## src/rtl/crc_gen_param_pkg.sv

```systemverilog
// Shared CRC definitions: FSM state encoding, standard polynomials and the
// STEP-bit unrolled MSB-first LFSR update used by the engine.
package crc_pkg;

    typedef enum logic [1:0] {
        IDLE,
        RUN,
        DONE
    } state_t;

    localparam logic [15:0] CRC16_CCITT = 16'h1021;
    localparam logic [7:0]  CRC8        = 8'h07;
    localparam logic [31:0] CRC32       = 32'h04C11DB7;

    // Folds step bits (bits[step-1] first) into a crc_w-wide register.
    // Widths are carried at their maxima (32-bit CRC, 16-bit step) and
    // masked, so one function serves every instance.
    function automatic logic [31:0] crc_step(
        input logic [31:0]  crc,
        input logic [15:0]  bits,
        input logic [31:0]  poly,
        input int unsigned  crc_w,
        input int unsigned  step
    );
        logic [31:0] c;
        logic [31:0] mask;
        logic [4:0]  msb;
        logic [3:0]  idx;
        logic        fb;
        c    = crc;
        mask = (crc_w >= 32) ? '1 : ((32'd1 << crc_w) - 32'd1);
        msb  = 5'(crc_w - 1);
        for (int unsigned k = 0; k < 16; k++) begin
            if (k < step) begin
                idx = 4'(step - 1 - k);
                fb  = c[msb] ^ bits[idx];
                c   = (c << 1) & mask;
                if (fb) c = c ^ (poly & mask);
            end
        end
        return c;
    endfunction

endpackage

```

## src/rtl/crc_gen_param.sv

```systemverilog
// Iterative CRC generator/checker: accepts one {payload, crc} word, folds
// STEP payload bits per clock, then holds {payload, crc} and a check flag.
module crc_gen_param
    import crc_pkg::*;
#(
    parameter int unsigned      DATA_W = 176,
    parameter int unsigned      CRC_W  = 16,
    parameter logic [CRC_W-1:0] POLY   = CRC_W'(CRC16_CCITT),
    parameter logic [CRC_W-1:0] INIT   = '0,
    parameter int unsigned      STEP   = 8
) (
    input  logic                    clk,
    input  logic                    rst,
    input  logic                    in_valid,
    output logic                    in_ready,
    input  logic                    mode,
    input  logic [DATA_W+CRC_W-1:0] data_in,
    output logic                    out_valid,
    input  logic                    out_ready,
    output logic [DATA_W+CRC_W-1:0] data_out,
    output logic [CRC_W-1:0]        crc_out,
    output logic                    crc_ok,
    output logic                    busy
);

    localparam int unsigned N     = DATA_W / STEP;
    localparam int unsigned CNT_W = (N > 1) ? $clog2(N) : 1;

    state_t              state;
    logic [CNT_W-1:0]    cnt;
    logic [DATA_W-1:0]   shreg;
    logic [CRC_W-1:0]    crc_reg;
    logic [CRC_W-1:0]    rx_crc;
    logic                mode_r;

    logic [CRC_W-1:0]    crc_next;
    logic [2*DATA_W-1:0] rot;
    logic [DATA_W-1:0]   shreg_next;

    // The payload register rotates rather than shifts, so after N steps it
    // holds the original payload again and no separate copy is needed.
    always_comb begin
        crc_next   = CRC_W'(crc_step(32'(crc_reg), 16'(shreg[DATA_W-1 -: STEP]),
                                     32'(POLY), CRC_W, STEP));
        rot        = {shreg, shreg} << STEP;
        shreg_next = rot[2*DATA_W-1 -: DATA_W];
    end

    assign in_ready = (state == IDLE) && !rst;
    assign busy     = (state != IDLE);

    always_ff @(posedge clk) begin
        if (rst) begin
            state     <= IDLE;
            cnt       <= '0;
            shreg     <= '0;
            crc_reg   <= '0;
            rx_crc    <= '0;
            mode_r    <= 1'b0;
            out_valid <= 1'b0;
            data_out  <= '0;
            crc_out   <= '0;
            crc_ok    <= 1'b0;
        end else begin
            case (state)
                IDLE: begin
                    if (in_valid) begin
                        shreg   <= data_in[DATA_W+CRC_W-1 -: DATA_W];
                        rx_crc  <= data_in[CRC_W-1:0];
                        mode_r  <= mode;
                        crc_reg <= INIT;
                        cnt     <= '0;
                        state   <= RUN;
                    end
                end
                RUN: begin
                    crc_reg <= crc_next;
                    shreg   <= shreg_next;
                    cnt     <= cnt + 1'b1;
                    if (cnt == CNT_W'(N - 1)) begin
                        state     <= DONE;
                        out_valid <= 1'b1;
                        data_out  <= {shreg_next, crc_next};
                        crc_out   <= crc_next;
                        crc_ok    <= mode_r ? (crc_next == rx_crc) : 1'b1;
                    end
                end
                DONE: begin
                    if (out_ready) begin
                        state     <= IDLE;
                        out_valid <= 1'b0;
                    end
                end
                default: state <= IDLE;
            endcase
        end
    end

endmodule

```

## config.mk

```make
export PLATFORM = sky130hd
export DESIGN_NAME = crc_gen_param
export DESIGN_NICKNAME = d
export VERILOG_FILES = /design/src/rtl/crc_gen_param_pkg.sv /design/src/rtl/crc_gen_param.sv
export SDC_FILE = /design/constraint.sdc
export NUM_CORES = 1
export LEC_CHECK = 0
export BUFFER_PORTS_ARGS = -buffer_cell sky130_fd_sc_hd__buf_2
export CELL_PAD_IN_SITES_DETAIL_PLACEMENT = 0
export CELL_PAD_IN_SITES_GLOBAL_PLACEMENT = 1
export CORE_UTILIZATION = 35
export DETAILED_ROUTE_END_ITERATION = 10
export GPL_ROUTABILITY_DRIVEN = 0
export PLACE_DENSITY_LB_ADDON = 0.05
export SYNTH_ARGS = -nofsm -noshare
export SYNTH_HDL_FRONTEND = slang
export SYNTH_SLANG_ARGS = --single-unit
```

## constraint.sdc

```tcl
create_clock -name clk -period 5.9 [get_ports clk]
set_clock_uncertainty 0.15 [all_clocks]
set_input_delay 0.885 -clock clk [delete_from_list [all_inputs] [get_ports clk]]
set_output_delay 0.885 -clock clk [all_outputs]
set_load 0.1 [all_outputs]
```

# Word level (Yosys, flattened, before mapping)
# Index checks and enable logic that the tools add are counted.
totals:
  ff_bits: 426
  in_bits: 197
  output_inout_bits: 212
  elab_cells: 67
op_classes:
  n_addsub: 1
  n_eq_ne: 7
  mux: 22
  bitwise_logic: 16
  reduce_logical: 11
ops:
  columns: ["cell", "n"]
  rows:
  - ["176-bit one-hot mux with 2 select lines", 1]
  - ["176-bit 2-to-1 mux", 1]
  - ["13-bit 2-to-1 mux", 8]
  - ["16-bit one-hot mux with 2 select lines", 1]
  - ["3-bit inverter", 8]
  - ["16-bit == test", 1]
  - ["16-bit 2-to-1 mux", 1]
  - ["5-bit one-hot mux with 2 select lines", 1]
  - ["1-bit bitwise XOR", 8]
  - ["2-bit 2-to-1 mux", 3]
  - ["2-bit inequality test (second input constant)", 3]
  - ["2-bit one-hot mux with 3 select lines", 1]
  - ["2-bit AND reduction", 3]
  - ["3-bit AND reduction", 2]
  - ["2-bit nonzero test", 3]
  - ["5-bit by 1-bit adder with 5-bit output (second input constant)", 1]
  - ["5-bit == test (second input constant)", 1]
  - ["5-bit 2-to-1 mux", 1]
  - ["1-bit 2-to-1 mux", 3]
  - ["2-bit by 1-bit == test with 1-bit output (second input constant)", 1]
  - ["2-bit == test (second input constant)", 1]
  - ["2-bit logical NOT", 1]
  - ["1-bit one-hot mux with 2 select lines", 1]
  - ["1-bit logical AND", 1]
  - ["1-bit logical NOT", 1]

# Logic depth before layout (Yosys ltp)
# Gate-level depths: netlist of the first run.
logic_depth:
  depth_word: 18
  depth_mapped: 8

# Least setup slack after synthesis of the first run
# Ideal clock, no wire load.
synth_path:
  path_kind: "input port to output port"
  from: "in rst"
  to: "out in_ready"
  t_arrival_ns: 2.511
  required_time_ns: 4.865
  slack_ns: 2.354
  cell_stages: 3
  cell_sequence: "clkbuf_1 > clkbuf_1 > nor2_1"
synth_via:
  elab_chain_cells: 2
synth_lines:
  columns: ["element", "line", "text"]
  rows:
  - ["start: declaration", "crc_gen_param.sv:13", "input logic rst,"]
  - ["1-bit logical NOT", "crc_gen_param.sv:49", "assign in_ready = (state == IDLE) && !rst;"]
  - ["1-bit logical AND", "crc_gen_param.sv:49", null]
  - ["end: declaration", "crc_gen_param.sv:15", "output logic in_ready,"]
# No other way between the ends.

# Worst setup path in the final report of the first run
layout_path:
  from: "reg state[0]"
  to: "out in_ready"
layout_via:
  elab_chain_cells: 2
layout_lines:
  columns: ["element", "line", "text"]
  rows:
  - ["start: declaration", "crc_gen_param.sv:29", "state_t state;"]
  - ["start signal: assignment", "crc_gen_param.sv:54", "state <= IDLE;"]
  - ["start signal: assignment", "crc_gen_param.sv:73", "state <= RUN;"]
  - ["start signal: assignment", "crc_gen_param.sv:81", "state <= DONE;"]
  - ["2-bit logical NOT", "crc_gen_param.sv:49", null]
  - ["1-bit logical AND", "crc_gen_param.sv:49", null]
# No other way between the ends.

==> impl_metrics.json, run 1 <==
{
  "power_switching_w": 0.00176,
  "max_stage_delay_ps": 430,
  "drive_gt1_frac": 0.216,
  "final-setup-viol-count": 0,
  "h-tree-depth": 2,
  "switching_share": 0.258,
  "largest_register_ffs": 192,
  "synthArstFlopShare": 0,
  "drc": 0,
  "synth_top_area_cell": "dfxtp_1",
  "p_seq_frac": 0.449,
  "r2r_start": "cnt[1]",
  "power_density_nw_per_um2": 347,
  "layout_common_cells": "nand2_1, dfxtp_1, buf_2, nor2_1, a21oi_1",
  "tritoncts": "yes",
  "cap_violations": 0,
  "rr_worst_depth": 7,
  "overflow": 0,
  "grt_pass1_vias": 14100,
  "final_util": 0.443,
  "vias": 14800,
  "crit_path_start_kind": "register",
  "holdBufCountCts": 0,
  "worstPathMaxFanout": 7,
  "io_buffers": 408,
  "crit_chain": "or2_2, nor2_1, buf_2",
  "outcome": "completed",
  "yosys-top-cells-area": "dfxtp_1, nand2_1, nor2_1, a21oi_1, nor3_1",
  "p_int_w": 0.00505,
  "period_minus_slack_ps": 2850,
  "critical_path.top_delay_family": "simple AND/OR/NAND/NOR gates",
  "syn_to_final_growth_pct": 24.5,
  "die_x_um": 214,
  "top_regs": "data_out: 192 flops, shreg: 176 flops",
  "synth_cells": 2057,
  "clock_sinks": 410,
  "worst_slew_pin_slew_ps": 1280,
  "fp.coreArea_um2": 44300,
  "synth.net_count": 2256,
  "rrSetupSlack_ps": 3180,
  "hold_viol_final": 0,
  "root_buffer": "clkbuf_16",
  "postCtsSetupBuffers": 0,
  "cp_slowest_cell": "buf_2",
  "cp.required_ps": 4870,
  "nets": 2556,
  "ios": 409,
  "yosysWarnings": 0,
  "whs_path_depth": 2,
  "wire_per_inst_um": 17.9,
  "drtPass1Iterations": 5,
  "die_y_um": 214,
  "holdWs_ps": 300,
  "endpoint_kind": "primary output",
  "total_power_w": 0.00680,
  "worstReg2RegEnd": "data_out[1]",
  "vias_per_cell": 4.96,
  "leakagePower_nw": 8.20,
  "start_util": 0.355,
  "dp_hpwl_um": 34000,
  "final_common_cell": "nand2_1",
  "rows": 77,
  "p_comb_frac": 0.110,
  "timing.critical_path.from": "state[0]",
  "vdd_ir_drop_max_uv": 247,
  "min_path_type": "register to register",
  "final_antenna_net_count": 0,
  "synthFlopType": "dfxtp_1",
  "yosysTopAreaCellShare": 0.521,
  "dp.cells": 2900,
  "max_slew_margin": 0.147,
  "cts_resized": 0,
  "syn_area_um2": 15800,
  "grt_pass1_wl_um": 82300,
  "tns_ps": 0,
  "yosysSeqAreaShare": 0.521,
  "path_clk_slew_ps": 60,
  "slew_violations": 0,
  "critPathKind": "register to primary output",
  "synth_edf_count": 0,
  "syn_avg_cell_area_um2": 7.66,
  "grt_use_total": 0.226,
  "clk_latency_ps": 570,
  "die-area_um2": 45900,
  "clockPowerShare": 0.441,
  "clk_path_buf_depth": 3,
  "crit_cells": 3,
  "fmax_ghz": 0.351,
  "cp-endpoint": "in_ready",
  "regMostFlops": "data_out",
  "cp.arrival_ps": 1810,
  "wirelength_um": 53500,
  "grt_max_degree": 214,
  "path_buf_inv": 1,
  "fin_cells": 2990,
  "synth_seq_cells": 410,
  "numCtsBuffers": 47,
  "drtIter0Drc": 870,
  "antenna_found_initial": 13,
  "period_share": 0.483,
  "rsz0062_at_grt": "false",
  "synth_cell_types": 40
}
## cells in the mapped netlist (all sizes together) (2+ instances only)
library cell,number
a21oi,219
o21ai,180
nand4,3
a31oi,3
clkbuf,146
inv,4
nor2,381
xnor2,21
a211oi,6
xor3,4
xor2,12
buf,25
or2,3
nand3,13
dfxtp,410
and3,4
nand2,421
xnor3,3
o21a,3
nor3,180
nand2b,2
ha,2
## layout make-up
cell class | count | area [um2]
Fill cell | 4646 | 24700
Antenna cell | 9 | 22.5
Clock buffer | 75 | 1480
Inverter | 5 | 21.3
Clock inverter | 6 | 105
Multi-Input combinational cell | 1471 | 6850
Sequential cell | 410 | 8210
Timing Repair Buffer | 422 | 2180
Tap cell | 592 | 741
## tightest hold or removal path, cell delays in order, from the launching register on
cell and delay [ps]:
dfxtp_1 300, nand2_1 50, a21oi_1 50
## power groups by stage
stage	Sequential [W]	Clock [W]	Combinational, W
after detailed placement	0.00311	0	0.000762
after floorplan	0.00306	0	0.000531
after global routing	0.00307	0.00320	0.000842
after CTS	0.00306	0.00307	0.000766
final	0.00306	0.00300	0.000750
after global placement	0.00312	0	0.000752
## cell families (layout without fill, tap and decap cells)
family	Yosys count	in the layout	synth area share
multiplexers	1	1	0.000715
adder cells (fa/ha/maj)	2	2	0.00159
other	0	9	0
AO/OA/AOI/OAI	416	416	0.135
AND/OR/NAND/NOR	1012	1012	0.260
buffers and inverters	176	508	0.0458
flip-flops	410	410	0.521
XOR/XNOR	40	40	0.0353
## routing by layer
metal	GRT usage	vias up	share of wire
li1	-	7356	-
met1	0.303	6985	0.45
met2	0.363	398	0.47
met3	0.0470	74	0.056
met4	0.0736	10	0.021
met5	0	-	0.0012
## metrics by stage
step | cell area (um2) | worst slack [ps]
3_3_place_gp | 18000 | 2830
3_5_place_dp | 18000 | 2770
5_1_grt | 19600 | 2940
2_1_floorplan | 15800 | 2350
4_1_cts | 19600 | 3000
6_report | 19600 | 3050
## worst min-delay path by stage
stage | startpoint | slack [ps] | to
3_3_place_gp | data_out[94] | 290 | data_out[94]
6_report | data_out[125] | 300 | data_out[125]
2_1_floorplan | mode_r | 280 | mode_r
3_5_place_dp | data_out[113] | 290 | data_out[113]
5_1_grt | data_out[113] | 320 | data_out[113]
4_1_cts | data_out[72] | 300 | data_out[72]
(Power assumes the default switching activity.)
==> run 2, diff against run 1 <==
==> constraint.sdc (replaced) <==
create_clock -name clk -period 2.9 [get_ports clk]
set_clock_uncertainty 0.15 [all_clocks]
set_input_delay 0.435 -clock clk [delete_from_list [all_inputs] [get_ports clk]]
set_output_delay 0.435 -clock clk [all_outputs]
set_load 0.1 [all_outputs]
==> impl_metrics.json, run 2 (synthesis gave the netlist of run 1 again) <==
{
  "outcome": "completed",
  "clock_sinks": 410,
  "io_buffers": 408,
  "rrSetupSlack_ps": 520,
  "r2r_start": "cnt[0]",
  "critical_path.top_delay_family": "simple AND/OR/NAND/NOR gates",
  "critPathKind": "register to primary output",
  "tritoncts": "yes",
  "fmax_ghz": 0.414,
  "rows": 77,
  "h-tree-depth": 2,
  "regMostFlops": "data_out",
  "layout_common_cells": "nand2_1, dfxtp_1, buf_2, nor2_1, a21oi_1",
  "max_stage_delay_ps": 430,
  "max_slew_margin": 0.293,
  "clk_latency_ps": 570,
  "path_buf_inv": 1,
  "hold_viol_final": 0,
  "final-setup-viol-count": 0,
  "timing.critical_path.from": "state[0]",
  "dp_hpwl_um": 34000,
  "tns_ps": 0,
  "dp.cells": 2905,
  "postCtsSetupBuffers": 0,
  "clk_path_buf_depth": 3,
  "cap_violations": 0,
  "fillers": 4545,
  "nets": 2717,
  "vias_per_cell": 4.89,
  "grt_use_total": 0.235,
  "root_buffer": "clkbuf_16",
  "cp-endpoint": "in_ready",
  "die_x_um": 214,
  "drc": 0,
  "overflow": 0,
  "wirelength_um": 55700,
  "fin_cells": 3145,
  "final_common_cell": "nand2_1",
  "power_density_nw_per_um2": 643,
  "largest_register_ffs": 192,
  "drtIter0Drc": 926,
  "start_util": 0.355,
  "crit_chain": "or2_2, nor2_1, buf_2",
  "leakagePower_nw": 8.84,
  "die-area_um2": 45900,
  "holdWs_ps": 24.9,
  "numCtsBuffers": 47,
  "fp.coreArea_um2": 44300,
  "final_util": 0.478,
  "vias": 15400,
  "worstPathMaxFanout": 7,
  "grt_max_degree": 198,
  "final_antenna_net_count": 0,
  "worst_slew_pin_slew_ps": 1060,
  "worstReg2RegEnd": "data_out[108]",
  "cp.required_ps": 2320,
  "total_power_w": 0.0136,
  "ios": 409,
  "grt_pass1_vias": 14900,
  "drive_gt1_frac": 0.201,
  "grt_pass1_wl_um": 86100,
  "slew_violations": 0,
  "min_path_type": "primary input to register",
  "cp_slowest_cell": "buf_2",
  "cp.arrival_ps": 1830,
  "holdBufCountCts": 156,
  "cts_resized": 0,
  "drtPass1Iterations": 7,
  "period_minus_slack_ps": 2410,
  "antenna_found_initial": 7,
  "rr_worst_depth": 6,
  "rsz0062_at_grt": "false",
  "crit_path_start_kind": "register",
  "die_y_um": 214,
  "path_clk_slew_ps": 60,
  "period_share": 0.833,
  "syn_to_final_growth_pct": 34.4,
  "endpoint_kind": "primary output",
  "vdd_ir_drop_max_uv": 359,
  "crit_cells": 3,
  "wire_per_inst_um": 17.7,
  "top_regs": "data_out: 192 flops, shreg: 176 flops"
}
-- run 2: metal layers --
layer	global-route usage	part of all wire	vias to the layer above
met5	0	0	-
met4	0.0700	0.024	0
met3	0.0521	0.057	76
met2	0.374	0.46	396
met1	0.316	0.46	7265
li1	-	-	7653
-- run 2: worst min path at each step --
stage | startpoint | endpoint | slack [ps] | cells after the start
3_5_place_dp | data_out[138] | data_out[138] | 290 | 2
6_report | data_in[165] | shreg[149] | 20 | 3
2_1_floorplan | mode_r | mode_r | 280 | 2
5_1_grt | data_in[183] | shreg[167] | 9 | 3
3_3_place_gp | data_out[160] | data_out[160] | 290 | 2
4_1_cts | data_in[40] | shreg[24] | 0.7 | 3
-- run 2: stage by stage --
step                worst slack [ps]  instance area, um2
detailed placement               566               18100
floorplan                        114               15800
global route                     329               21200
global placement                 526               18100
finish                           486               21200
CTS                              445               21100
-- run 2: area by class of cell --
class,instances,area [um2],area share
Inverter,5,21.3,0.00100
Multi-Input combinational cell,1471,6850,0.324
Tap cell,592,741,0.0350
Antenna cell,7,17.5,0.000828
Sequential cell,410,8210,0.388
Timing Repair Buffer,583,3890,0.184
Clock inverter,7,62.6,0.00296
Clock buffer,70,1380,0.0650
-- run 2: tightest hold or removal path, delay by kind of cell --
| family | cells | cell delay, ps |
|---|---|---|
| and+or+nand+nor | 2 | 160 |
| buffers and inverters | 1 | 100 |
-- run 2: where the power goes --
group / internal, W / leakage (nW) / switching (W)
registers: 0.00594 / 3.35 / 0.000270
logic: 0.000749 / 4.79 / 0.000983
clock network: 0.00333 / 0.705 / 0.00233
